`config.mk`:
```
export PLATFORM = sky130hd
export DESIGN_NAME = mac_accumulate_stage_flat
export DESIGN_NICKNAME = d
export VERILOG_FILES = /design/src/rtl/mac_accumulate_stage_pkg.sv /design/src/rtl/mac_accumulate_stage_if.sv /design/src/rtl/mac_accumulate_stage_result_fifo.sv /design/src/rtl/mac_accumulate_stage.sv /design/src/flat_wrapper.sv
export SDC_FILE = /design/constraint.sdc
export NUM_CORES = 1
export LEC_CHECK = 0
export ABC_AREA = 1
export CORE_ASPECT_RATIO = 1.4
export CORE_UTILIZATION = 55
export CTS_CLUSTER_SIZE = 12
export DETAILED_ROUTE_END_ITERATION = 6
export PLACE_DENSITY_LB_ADDON = 0.15
export SLEW_MARGIN = 20
export SYNTH_ARGS = -nofsm -noshare
export SYNTH_HDL_FRONTEND = slang
export SYNTH_SLANG_ARGS = --single-unit
export TNS_END_PERCENT = 1
```
`constraint.sdc`:
```
create_clock -name clk -period 20.3 [get_ports clk]
set_input_delay 4.06 -clock clk [delete_from_list [all_inputs] [get_ports clk]]
set_output_delay 4.06 -clock clk [all_outputs]
set_load 0.02 [all_outputs]
```
`src/rtl/mac_accumulate_stage_pkg.sv`:
```
`default_nettype none
// ============================================================================
// Package     : mac_pkg
// Description : Shared types and widths for the MAC accumulate stage.
// Revision    : 1.0 - initial release
// ============================================================================
package mac_pkg;

    localparam int MAC_WIDTH = 48;
    localparam int MAC_GUARD = 8;
    localparam int PROD_W    = 2 * MAC_WIDTH;
    localparam int ACC_W     = PROD_W + MAC_GUARD;

    typedef struct packed {
        logic valid;
        logic first;
        logic last;
    } tag_t;

    typedef enum logic [0:0] {
        ST_IDLE = 1'b0,
        ST_RUN  = 1'b1
    } state_t;

    typedef struct packed {
        logic [ACC_W-1:0] data;
        logic             ovf;
    } entry_t;

endpackage
`default_nettype wire

```
`src/rtl/mac_accumulate_stage_if.sv`:
```
`default_nettype none
// ============================================================================
// Interface   : mac_accumulate_stage_if
// Description : Operand handshake, product input and result stream bundle.
// Revision    : 1.0 - initial release
// ============================================================================
interface mac_accumulate_stage_if
    import mac_pkg::*;
#(
    parameter int WIDTH = MAC_WIDTH,
    parameter int GUARD = MAC_GUARD
);

    logic                     in_valid;
    logic                     in_ready;
    logic                     in_first;
    logic                     in_last;
    logic [2*WIDTH-1:0]       mul_y;
    logic                     out_valid;
    logic                     out_ready;
    logic [2*WIDTH+GUARD-1:0] out_data;
    logic                     out_ovf;
    logic                     err;

    modport master (
        output in_valid, in_first, in_last, mul_y, out_ready,
        input  in_ready, out_valid, out_data, out_ovf, err
    );

    modport slave (
        input  in_valid, in_first, in_last, mul_y, out_ready,
        output in_ready, out_valid, out_data, out_ovf, err
    );

endinterface
`default_nettype wire

```
`src/rtl/mac_accumulate_stage_result_fifo.sv`:
```
`default_nettype none
// ============================================================================
// Module      : result_fifo
// Description : Circular result buffer with extended-pointer full/empty.
// Revision    : 1.0 - initial release
// ============================================================================
module result_fifo #(
    parameter int DEPTH = 4,
    parameter int EW    = 8
) (
    input  logic                     clk,
    input  logic                     rst,
    input  logic                     i_push,
    input  logic [EW-1:0]            i_data,
    input  logic                     i_pop,
    output logic [EW-1:0]            o_data,
    output logic                     o_full,
    output logic                     o_empty,
    output logic [$clog2(DEPTH):0]   o_count
);

    localparam int IW = $clog2(DEPTH);

    logic [EW-1:0] r_mem [DEPTH];
    logic [IW:0]   r_wptr;
    logic [IW:0]   r_rptr;
    logic          w_pop;

    assign w_pop = i_pop & ~o_empty;

    always_ff @(posedge clk or posedge rst) begin
        if (rst) begin
            r_wptr <= '0;
            r_rptr <= '0;
            for (int i = 0; i < DEPTH; i++) begin
                r_mem[i] <= '0;
            end
        end else begin
            // Writer relies on upstream credit, so a push never meets a full buffer.
            if (i_push) begin
                r_mem[r_wptr[IW-1:0]] <= i_data;
                r_wptr                <= r_wptr + (IW+1)'(1);
            end
            if (w_pop) begin
                r_rptr <= r_rptr + (IW+1)'(1);
            end
        end
    end

    assign o_empty = (r_wptr == r_rptr);
    assign o_full  = ((r_wptr ^ r_rptr) == {1'b1, {IW{1'b0}}});
    assign o_count = r_wptr - r_rptr;
    assign o_data  = r_mem[r_rptr[IW-1:0]];

endmodule
`default_nettype wire

```
`src/rtl/mac_accumulate_stage.sv`:
```
`default_nettype none
// ============================================================================
// Module      : mac_accumulate_stage
// Description : Frames multiplier products into guarded dot-product results.
// Revision    : 1.0 - initial release
// ============================================================================
module mac_accumulate_stage
    import mac_pkg::*;
#(
    parameter int WIDTH = MAC_WIDTH,
    parameter int GUARD = MAC_GUARD,
    parameter int LAT   = 3,
    parameter int DEPTH = 4
) (
    input  logic                  clk,
    input  logic                  rst,
    mac_accumulate_stage_if.slave bus
);

    localparam int PW = 2 * WIDTH;
    localparam int AW = PW + GUARD;
    localparam int EW = AW + 1;
    localparam int OW = $clog2(DEPTH) + 1;
    localparam int CW = $clog2(DEPTH + LAT + 1);

    tag_t          r_tag [LAT];
    tag_t          w_tail;
    state_t        r_state;
    state_t        w_state_nxt;
    logic [AW-1:0] r_acc;
    logic [AW-1:0] w_acc_nxt;
    logic          r_ovf;
    logic          w_ovf_nxt;
    logic          r_err;
    logic          w_err_set;
    logic          w_start;
    logic [AW:0]   w_sum;
    logic [AW-1:0] w_frame_sum;
    logic          w_frame_ovf;
    logic          w_push;
    logic [EW-1:0] w_push_entry;
    logic [EW-1:0] w_head;
    logic          w_full;
    logic          w_empty;
    logic [OW-1:0] w_occ;
    logic [CW-1:0] w_pending;
    logic [CW-1:0] w_space;

    // Tags travel beside the untagged multiplier pipeline; the tail lines up with mul_y.
    always_ff @(posedge clk or posedge rst) begin
        if (rst) begin
            for (int i = 0; i < LAT; i++) begin
                r_tag[i] <= '0;
            end
        end else begin
            r_tag[0] <= '{valid: bus.in_valid & bus.in_ready,
                          first: bus.in_first,
                          last:  bus.in_last};
            for (int i = 1; i < LAT; i++) begin
                r_tag[i] <= r_tag[i-1];
            end
        end
    end

    assign w_tail = r_tag[LAT-1];
    assign w_sum  = {1'b0, r_acc} + {{(GUARD+1){1'b0}}, bus.mul_y};

    always_ff @(posedge clk or posedge rst) begin
        if (rst) begin
            r_state <= ST_IDLE;
            r_acc   <= '0;
            r_ovf   <= 1'b0;
            r_err   <= 1'b0;
        end else begin
            r_state <= w_state_nxt;
            r_acc   <= w_acc_nxt;
            r_ovf   <= w_ovf_nxt;
            r_err   <= r_err | w_err_set;
        end
    end

    always_comb begin
        w_state_nxt  = r_state;
        w_acc_nxt    = r_acc;
        w_ovf_nxt    = r_ovf;
        w_err_set    = 1'b0;
        w_start      = 1'b0;
        w_frame_sum  = '0;
        w_frame_ovf  = 1'b0;
        w_push       = 1'b0;
        w_push_entry = '0;
        if (w_tail.valid) begin
            // A missing first in IDLE or a stray first in RUN both restart the frame here.
            w_start   = (r_state == ST_IDLE) | w_tail.first;
            w_err_set = (r_state == ST_IDLE) ? ~w_tail.first : w_tail.first;
            if (w_start) begin
                w_frame_sum = {{GUARD{1'b0}}, bus.mul_y};
                w_frame_ovf = 1'b0;
            end else begin
                w_frame_sum = w_sum[AW-1:0];
                w_frame_ovf = r_ovf | w_sum[AW];
            end
            w_acc_nxt = w_frame_sum;
            w_ovf_nxt = w_frame_ovf;
            if (w_tail.last) begin
                w_push       = 1'b1;
                w_push_entry = {w_frame_sum, w_frame_ovf};
                w_state_nxt  = ST_IDLE;
            end else begin
                w_state_nxt  = ST_RUN;
            end
        end
    end

    // Every last already in flight has a reserved slot; a pop this cycle earns nothing yet.
    always_comb begin
        w_pending = '0;
        for (int i = 0; i < LAT; i++) begin
            w_pending = w_pending + CW'(r_tag[i].valid & r_tag[i].last);
        end
    end

    assign w_space      = CW'(DEPTH) - CW'(w_occ);
    assign bus.in_ready = ~w_full & (w_space > w_pending);

    result_fifo #(
        .DEPTH (DEPTH),
        .EW    (EW)
    ) u_result_fifo (
        .clk     (clk),
        .rst     (rst),
        .i_push  (w_push),
        .i_data  (w_push_entry),
        .i_pop   (bus.out_ready),
        .o_data  (w_head),
        .o_full  (w_full),
        .o_empty (w_empty),
        .o_count (w_occ)
    );

    assign bus.out_valid = ~w_empty;
    assign bus.out_data  = w_head[EW-1:1];
    assign bus.out_ovf   = w_head[0];
    assign bus.err       = r_err;

endmodule
`default_nettype wire

```
`src/flat_wrapper.sv`:
```
// flat-port wrapper written by rule: the top's interface ports become plain ports
module mac_accumulate_stage_flat import mac_pkg::*;
#(
    parameter int WIDTH = MAC_WIDTH,
    parameter int GUARD = MAC_GUARD,
    parameter int LAT   = 3,
    parameter int DEPTH = 4
)
  (clk, rst, bus_in_valid, bus_in_first, bus_in_last, bus_mul_y, bus_out_ready, bus_in_ready, bus_out_valid, bus_out_data, bus_out_ovf, bus_err);
  mac_accumulate_stage_if #(.WIDTH(WIDTH), .GUARD(GUARD)) bus_i ();
  input  logic clk;
  input  logic rst;
  input wire logic [$bits(bus_i.in_valid)-1:0] bus_in_valid;
  input wire logic [$bits(bus_i.in_first)-1:0] bus_in_first;
  input wire logic [$bits(bus_i.in_last)-1:0] bus_in_last;
  input wire logic [$bits(bus_i.mul_y)-1:0] bus_mul_y;
  input wire logic [$bits(bus_i.out_ready)-1:0] bus_out_ready;
  output wire logic [$bits(bus_i.in_ready)-1:0] bus_in_ready;
  output wire logic [$bits(bus_i.out_valid)-1:0] bus_out_valid;
  output wire logic [$bits(bus_i.out_data)-1:0] bus_out_data;
  output wire logic [$bits(bus_i.out_ovf)-1:0] bus_out_ovf;
  output wire logic [$bits(bus_i.err)-1:0] bus_err;
  assign bus_i.in_valid = bus_in_valid;
  assign bus_i.in_first = bus_in_first;
  assign bus_i.in_last = bus_in_last;
  assign bus_i.mul_y = bus_mul_y;
  assign bus_i.out_ready = bus_out_ready;
  assign bus_in_ready = bus_i.in_ready;
  assign bus_out_valid = bus_i.out_valid;
  assign bus_out_data = bus_i.out_data;
  assign bus_out_ovf = bus_i.out_ovf;
  assign bus_err = bus_i.err;
  mac_accumulate_stage #(.WIDTH(WIDTH), .GUARD(GUARD), .LAT(LAT), .DEPTH(DEPTH)) u_core (.clk(clk), .rst(rst), .bus(bus_i));
endmodule
```
==> results.yml <==
critical_path:
  arrival_ps: 4740
  path_delay_family: "buffers and inverters"
  cp_cell_sequence: "clkinv_2, buf_4, o21ai_0, a21oi_1, a21oi_1, clkdlybuf4s50_1"
  crit_fanout: 55
  crit_buf_inv: 3
  start_kind: "flop"
  critPathRequiredTime_ps: 16240
  path_depth: 6
  critPathKind: "flop to output pin"
  reg2reg_depth: 8
  cp-end-kind: "output pin"
  cpMaxStageDelayCell: "clkinv_2"
  cpMostUsedCell: "a21oi_1"
  slowest_delay_ps: 1090
die:
  die-area_sq_um: 68000
  design.core.area_sq_um: 65800
  dieWidth_um: 221
  dieHeight_um: 308
  io_pins: 210
  start_util_pct: 56.0
  rows: 111
timing:
  rsz0062_at_grt: "no"
  worstMarginPinSlew_ps: 1140
  skew_ps: 24.2
  fin_tns_setup_ps: 0
  setup_viol: 0
  period_needed_ps: 8800
  slew_viol_final: 0
  fmax_ghz: 0.114
  period_share_pct: 43.3
  slew_headroom_pct: 23.8
  hold-worst-slack_ps: 348
  setup_ws_ps: 11500
  hold_violations: 0
final_layout:
  fillers: 6394
  finalInstanceArea_sq_um: 41100
  nNetsFinal: 5908
  syn2layout_area_growth_pct: 11.7
  diodes: 0
  drive_gt1_share_pct: 6.62
synthesis:
  synth-xor-area-share_pct: 1.28
  ys_seq_area_share_pct: 36.8
  ys.flop_type: "dfrtp_1"
  synth_top_area_cell: "dfrtp_1"
  synth-simple-area-share_pct: 34.4
  syn_area_sq_um: 36800
  ys_warn_count: 0
  synthTopCellsByArea: "dfrtp_1, nand2_1, inv_1"
  synth-edff-count: 0
  syn_nets: 5813
  synthAdderAreaFrac_pct: 3.74
  synth_top_area_share_pct: 36.8
  postSynth.asyncResetShare_pct: 100
  ys_types: 40
  synth-compound-area-share_pct: 9.41
  synth_top_family_by_area: "simple AND/OR/NAND/NOR gates"
  syn_area_per_cell_sq_um: 6.58
  synth_mux_area_share_pct: 1.66
  synth_cells: 5602
  ys_seq_elements: 542
power:
  p_leak_uw: 0.0226
  powerDensity_nw_per_um2: 171
  ir_worst_vdd_v: 0.000155
clock_network:
  clockBufferDepth: 3
  cts_sinks: 542
  ctsRootBufferMaster: "clkbuf_16"
  cts_setup_buffers: 0
  cts_resized: 0
  hold_buffers: 0
  h-tree-depth: 2
  cts_tree: "built"
  cts_buffers: 54
  insertion_delay_ps: 650
  path_clk_slew_ps: 60
grt:
  grt.total_usage_pct: 35.8
  grt_pass1_wl_um: 188000
  grt_pass1_vias: 33776
  grt_max_degree: 156
  grt_antenna_before_repair: 1
  grt_overflow: 0
placement:
  portBuffers: 209
  gp_congestion: 1.09
  dp_hpwl_um: 91500
  pre_cts_ws_ps: 12620
  place_area_sq_um: 39500
drt:
  vias_per_cell: 5.32
  drc: 13
  ant_nets: 0
  vias: 34970
  drt-total-wl_um: 121000
  drt_iter0_markers: 2572
  firstDrtPassIters: 7
  routedWlPerCell_um: 18.4
min_path:
  hold_path_depth: 0
  hold_path_class: "flop to flop"
outcome:
  status: "complete, but fails checks"
  violations: "design-rule violations"
run:
  drv_cap: 0
==> layer usage <==
metal	GRT usage, %	share of wire (%)	vias up
met5	0	0	-
met4	17.6	5.4	0
met1	44.1	41	16300
met3	3.39	4.5	286
met2	62.0	49	1036
li1	-	-	17348
==> layout make-up <==
cell class                 instances  area (sq um)  area share (%)
timing repair buffer             236          2310            5.61
inverter                        1045          3950            9.60
tap                              847          1060            2.58
sequential                       542         13600            33.0
multi-input combinational       3818         18600            45.2
clock inverter                     7           110           0.268
clock buffer                      76          1530            3.73
==> report_power, final <==
group          leakage, uW  internal (uW)  switching (uW)
clock             0.000799            534             426
combinational       0.0154           1480            2650
sequential         0.00636           1620             323
total               0.0226           3630            3390
==> sequential cells by signal (all words and copies together) (netlist names) <==
| name | cells |
|---|---|
| u_core.u_result_fifo.r_rptr | 3 |
| u_core.u_result_fifo.r_mem | 420 |
| u_core.bus.err | 1 |
| u_core.r_ovf | 1 |
| u_core.r_tag | 9 |
| u_core.r_state | 1 |
| u_core.r_acc | 104 |
| u_core.u_result_fifo.r_wptr | 3 |
==> cell usage after synthesis, drive strengths merged, types with 3 or more instances <==
| cell | n |
|---|---|
| nand2 | 1811 |
| nor2 | 441 |
| mux2i | 61 |
| buf | 36 |
| a21o | 5 |
| nor3 | 20 |
| ha | 107 |
| and2 | 12 |
| o22ai | 104 |
| o21ai | 417 |
| and3 | 3 |
| dfrtp | 542 |
| xnor2 | 23 |
| o21bai | 4 |
| clkbuf | 161 |
| nand4 | 22 |
| a21boi | 29 |
| a21oi | 75 |
| a31oi | 3 |
| nand3 | 446 |
| xor2 | 31 |
| or2 | 192 |
| inv | 1045 |
| nand3b | 8 |
==> worst paths after layout <==
| path | startpoint | end | slack [ps] |
|---|---|---|---|
| max in group asynchronous | rst | u_core.u_result_fifo.r_rptr[0] | 13550 |
| min in group asynchronous | rst | u_core.u_result_fifo.r_mem[374] | 3940 |
| min reg2reg | u_core.r_tag[7] | u_core.r_tag[4] | 350 |
| max reg2reg | u_core.r_tag[2] | u_core.u_result_fifo.r_mem[379] | 16950 |
| min | u_core.r_tag[7] | u_core.r_tag[4] | 350 |
| max | u_core.u_result_fifo.r_rptr[1] | bus_out_ovf | 11500 |
==> placed cells by master (no fill, tap or decap), drive strengths merged <==
cell type         n
and3              3
and2             12
or2             192
nor3             20
clkinv            7
a211oi            1
nand2          1811
a21oi            75
o21a              1
nand3           446
o22ai           104
clkbuf           76
a21boi           29
bufinv            1
nor2            441
xnor2            23
ha              107
buf              27
o21ai           417
clkdlybuf4s50   209
o21bai            4
mux2i            61
nand4            22
a21o              5
clkinvlp          1
inv            1043
xor2             31
nand3b            8
dfrtp           542
fa                2
a31oi             3
==> stage by stage <==
step                instances  total power (uW)  util (%)
finish                   6571              7030      62.5
global route             6571              7590      62.5
global placement         6488              5970      60.0
floorplan                5602              4640         -
CTS                      6571              7020      62.5
detailed placement       6488              6030      60.0
==> kinds of logic after synthesis <==
group,Yosys count
AO/OA/AOI/OAI,639
XOR/XNOR,54
adder cells (fa/ha/maj),109
buffers and inverters,1242
flip-flops,542
multiplexers,61
AND/OR/NAND/NOR,2955
No activity file was read; power rests on OpenSTA's default activity.
